[src/rtl/jt51_cpu_fifo.sv]
// JT51 CPU write interface: P1-rate clock enable, DEPTH-entry write FIFO drained into mmr, status byte.
// Optional JT51_FIFO_STATUS_EN exposes full/overflow bits in d_out[6:5].
module jt51_cpu_fifo #(
    parameter int DEPTH   = 8,
    parameter int CEN_DIV = 2
) (
    input  logic                        clk,
    input  logic                        rst_n,
    input  logic                        cs_n,
    input  logic                        wr_n,
    input  logic                        a0,
    input  logic [7:0]                  d_in,
    input  logic                        flag_A,
    input  logic                        flag_B,
    output logic [7:0]                  d_out,
    output logic                        cen,
    output logic                        mmr_write,
    output logic                        mmr_a0,
    output logic [7:0]                  mmr_d,
    input  logic                        mmr_busy,
    output logic [$clog2(DEPTH):0]      level,
    output logic                        busy
);
    localparam int AW = $clog2(DEPTH);
    localparam int CW = $clog2(CEN_DIV);

    // Handshake: a push is the rising edge of the CPU write strobe; mmr takes an
    // entry while mmr_write is high and answers a data write by raising mmr_busy.
    typedef enum logic [1:0] {IDLE, PRESENT, WAIT_HI, WAIT_LO} state_t;

    state_t         state, state_nx;
    logic           to_cnt, to_nx;
    logic           mw_nx;
    logic [CW-1:0]  cnt;
    logic           wr, wr_l, push_req, push, pop, full;
    logic [AW-1:0]  wptr, rptr;
    logic [8:0]     mem [DEPTH];
    logic           flag_a_r, flag_b_r;
    logic           st_full, st_ovf;

    always_ff @(posedge clk or negedge rst_n) begin
        if (!rst_n) begin
            cnt <= '0;
            cen <= 1'b0;
        end else if (cnt == CW'(CEN_DIV - 1)) begin
            cnt <= '0;
            cen <= 1'b1;
        end else begin
            cnt <= cnt + 1'b1;
            cen <= 1'b0;
        end
    end

    assign wr       = !cs_n && !wr_n;
    assign push_req = wr && !wr_l;
    assign full     = (level == (AW+1)'(DEPTH));
    // A push into a full FIFO is lost even when a pop frees a slot that same clk.
    assign push     = push_req && !full;
    assign pop      = cen && (state == IDLE) && (level != '0);

    always_ff @(posedge clk) begin
        if (push) mem[wptr] <= {a0, d_in};
    end

    always_ff @(posedge clk or negedge rst_n) begin
        if (!rst_n) begin
            wr_l  <= 1'b0;
            wptr  <= '0;
            rptr  <= '0;
            level <= '0;
        end else begin
            wr_l <= wr;
            if (push) wptr <= wptr + 1'b1;
            if (pop)  rptr <= rptr + 1'b1;
            case ({push, pop})
                2'b10:   level <= level + 1'b1;
                2'b01:   level <= level - 1'b1;
                default: level <= level;
            endcase
        end
    end

    always_ff @(posedge clk or negedge rst_n) begin
        if (!rst_n) begin
            state     <= IDLE;
            to_cnt    <= 1'b0;
            mmr_write <= 1'b0;
            mmr_a0    <= 1'b0;
            mmr_d     <= '0;
        end else begin
            state     <= state_nx;
            to_cnt    <= to_nx;
            mmr_write <= mw_nx;
            if (pop) {mmr_a0, mmr_d} <= mem[rptr];
        end
    end

    always_comb begin
        state_nx = state;
        to_nx    = to_cnt;
        mw_nx    = mmr_write;
        if (cen) begin
            case (state)
                IDLE: begin
                    if (level != '0) begin
                        state_nx = PRESENT;
                        mw_nx    = 1'b1;
                    end
                end
                PRESENT: begin
                    mw_nx    = 1'b0;
                    to_nx    = 1'b0;
                    state_nx = mmr_a0 ? WAIT_HI : IDLE;
                end
                // Give mmr two cen to acknowledge a data write before moving on.
                WAIT_HI: begin
                    if (mmr_busy)    state_nx = WAIT_LO;
                    else if (to_cnt) state_nx = IDLE;
                    else             to_nx    = 1'b1;
                end
                WAIT_LO: begin
                    if (!mmr_busy) state_nx = IDLE;
                end
                default: state_nx = IDLE;
            endcase
        end
    end

    always_ff @(posedge clk or negedge rst_n) begin
        if (!rst_n) begin
            flag_a_r <= 1'b0;
            flag_b_r <= 1'b0;
        end else begin
            flag_a_r <= flag_A;
            flag_b_r <= flag_B;
        end
    end

`ifdef JT51_FIFO_STATUS_EN
    logic ovf;
    logic status_rd;

    assign status_rd = !cs_n && wr_n && !a0;

    always_ff @(posedge clk or negedge rst_n) begin
        if (!rst_n)                  ovf <= 1'b0;
        else if (push_req && full)   ovf <= 1'b1;
        else if (status_rd)          ovf <= 1'b0;
    end

    assign st_full = full;
    assign st_ovf  = ovf;
`else
    assign st_full = 1'b0;
    assign st_ovf  = 1'b0;
`endif

    assign busy  = (level != '0) || (state != IDLE);
    assign d_out = {busy, st_full, st_ovf, 3'b000, flag_b_r, flag_a_r};

endmodule
[config.mk]
export PLATFORM = sky130hd
export DESIGN_NAME = jt51_cpu_fifo
export DESIGN_NICKNAME = d
export VERILOG_FILES = /design/src/rtl/jt51_cpu_fifo.sv
export SDC_FILE = /design/constraint.sdc
export NUM_CORES = 1
export LEC_CHECK = 0
export ABC_AREA = 1
export CORE_ASPECT_RATIO = 0.5
export CORE_MARGIN = 5
export CORE_UTILIZATION = 25
export CTS_BUF_LIST = sky130_fd_sc_hd__clkbuf_4 sky130_fd_sc_hd__clkbuf_8
export DETAILED_ROUTE_END_ITERATION = 10
export PLACE_DENSITY_LB_ADDON = 0.3
export SLEW_MARGIN = 10
export SYNTH_ARGS = -nofsm -noshare
export SYNTH_HDL_FRONTEND = slang
export SYNTH_SLANG_ARGS = --single-unit
[constraint.sdc]
create_clock -name clk -period 2 [get_ports clk]
set_input_delay 0.4 -clock clk [delete_from_list [all_inputs] [get_ports clk]]
set_output_delay 0.4 -clock clk [all_outputs]
set_load 0.005 [all_outputs]
==> qor.csv <==
stage,metric,value,unit
status,outcome,completed,
timing,setup_violations,0,
grt,grt_max_degree,39,
clocking,cts_tree,built,
drt,avgViaCountPerCell,4.115,
drt,drt_iter0_markers,194,
worst_setup_path,cpPeakStageDelay,0.40,ns
synth,avgSynthCellArea,11.44,um2
worst_setup_path,critical_path_class,flop to primary output,
worst_setup_path,cp_data_required_time,1.60,ns
die,fp-row-count,33,
timing,setup_slack,0.1528,ns
grt,grt_antenna_before_repair,0,
layout,fin_area,5131,um2
worst_setup_path,crit_chain,"nor2_2, nand2_2, nor2_1, nand2_1, dlygate4sd2_1",
clocking,insertion_delay,0.36,ns
layout,final_common_cell,nor2_1,
clocking,cts_made_buffers,9,
drt,firstDrtPassIters,4,
synth,yosys.area.top_type,edfxtp_1,
synth,ys_seq_elements,100,
clocking,cts_root_buf,clkbuf_8,
layout,final_cell_mix,"nor2_1, edfxtp_1, nand2_1, o21ai_0, clkdlybuf4s50_1",
die,core,16640,um2
synth,synth_warnings,0,
pwr,peakVddDrop,0.3975,mV
synth,async_flop_share,28.00,%
worst_setup_path,worstSetupStartpointType,flop,
grt,grtUsageTotal,9.504,%
drt,vias,2695,
drt,wl,9.108,mm
clocking,clkTransAtPathRegs,0.09,ns
run,maxCapViolCount,0,
worst_setup_path,arrival,1.45,ns
synth,postSynthCellCount,376,
worst_setup_path,r2r-start,level[0]$_DFFE_PN0P_,
synth,ys_seq_area_share,66.53,%
clocking,clock_sinks,100,
timing,hold_viol,0,
die,ios,40,
drt,wire_per_inst,13.91,um
layout,fillers,1697,
worst_setup_path,cpMaxStageDelayCell,dfrtp_1,
synth,ys.flop_type,edfxtp_1,
timing,hold_slack,0.3826,ns
timing,clock.fmax,0.5413,GHz
placement,port_buffers,34,
synth,syn_area,4303,um2
timing,rsz0062_at_grt,false,
layout,fin_util,30.84,%
synth,synth_cell_types,28,
worst_setup_path,cp_max_fo,3,
pwr,power.density,1228,nW/um2
placement,dp_hpwl,6.048,mm
grt,grt_overflow,0,
die,fp.dieArea,20090,um2
layout,fin_nets,444,
drt,drc,0,
synth,synth_edf_count,72,
pwr,leakagePower,1.891,nW
die,die_w,195.5,um
min_path,min-delay-start,cnt$_DFF_PN0_,
die,die_h,102.8,um
placement,finalWeightedCongestion,0.7738,
grt,grt_pass1_vias,2692,
synth,synth_top_area_share,50.25,%
layout,drive_gt1_share,15.42,%
timing,skew,0.01592,ns
layout,syn2layout_area_growth,19.25,%
placement,dpl_cell_area,4922,um2
timing,finalCritPeriodShare,92.36,%
layout,diodes,0,
timing,fin_crit,1.847,ns
synth,synth.area.top_cells,"edfxtp_1, dfrtp_1, nor2_1",
drt,antenna_left,0,
placement,pre_cts_slack,-0.1182,ns
clocking,cts_buffer_depth,2,
clocking,htreeDepth,3,
min_path,worstHoldPathType,flop to flop,
worst_setup_path,end_kind,primary output,
timing,maxSlewViolCount,0,
grt,grt_pass1_wl,14.88,mm
worst_setup_path,worstSetupStartpoint,level[0]$_DFFE_PN0P_,
pwr,p_total,6.303,mW
die,start_util,25.86,%
final timing paths:
| check | to | slack, ns | depth (start not counted) |
|---|---|---|---|
| max | busy | 0.15 | 5 |
| min | cen$_DFF_PN0_ | 0.38 | 0 |
| max reg2reg | level[2]$_DFFE_PN0P_ | 0.16 | 11 |
| min reg2reg | cen$_DFF_PN0_ | 0.38 | 0 |
| max in group asynchronous | rptr[2]$_DFFE_PN0P_ | 1.28 | 2 |
| min in group asynchronous | wptr[2]$_DFFE_PN0P_ | 0.41 | 2 |
cell type report:
class	instances	area (um2)	share of cell area, %
sequential	100	2863	55.79
multi-input combinational	240	1212	23.63
timing repair buffer	54	500.5	9.754
tap	227	284.0	5.535
clock buffer	10	131.4	2.560
inverter	18	72.57	1.414
clock inverter	6	67.56	1.317
repair_timing:
action / in CTS / in global routing
buffers inserted: 0 / 0
hold endpoints to repair: 0 / 0
pin swaps: 0 / 1
hold buffers: 0 / 0
resized for setup: 2 / 2
cloned: 0 / 0
setup endpoints to repair: 2 / 1
cells in the mapped netlist, types with 5 or more instances:
master    count
o21ai_1       6
nand2_1      40
o21ai_0      39
nand3_1      25
nor2_1       78
nand2_2       9
nand3_2       9
buf_6         5
nor3_1        8
edfxtp_1     72
inv_1        13
buf_4        13
ha_1          5
dfrtp_1      28
flip-flops by register name, indices dropped and copies added, names as in the netlist, 2 cells and up:
register	flops
mem	72
state	2
wptr	3
mmr_d	8
rptr	3
level	4
metrics by stage:
step	cells	TNS, ns
2_1_floorplan	380	0
3_3_place_gp	639	-0.09961
3_5_place_dp	639	-0.2531
4_1_cts	655	0
5_1_grt	655	0
6_report	655	0
layer usage:
metal	vias up	track usage [%]	part of all wire (%)
met4	0	2.735	0.53
met1	1269	13.07	49
li1	1357	-	-
met2	67	14.54	43
met3	2	3.069	8.0
met5	-	0	0
critical path: cells and delay by family, from the launching register on:
kind          cells  cell delay [ns]
simple gates      4             0.43
buf+inv           1             0.28
flops             1             0.40
cells by family (layout without fill, tap and decap cells):
kind of cell / Yosys count / count (layout) / share of synthesized area, %
AO/OA/AOI/OAI: 50 / 50 / 6.136
AND/OR/NAND/NOR: 174 / 174 / 18.49
flip-flops: 100 / 100 / 66.53
other: 1 / 5 / 0.08715
XOR/XNOR: 6 / 6 / 1.222
adder cells (fa/ha/maj): 5 / 5 / 1.454
buffers and inverters: 40 / 88 / 6.077
report_power, final:
group          switching (mW)  internal [mW]  leakage [nW]
registers               0.197           2.53         0.989
logic                    1.31          0.940         0.804
clock network           0.717          0.603        0.0988
No activity file was read; power rests on OpenSTA's default activity.
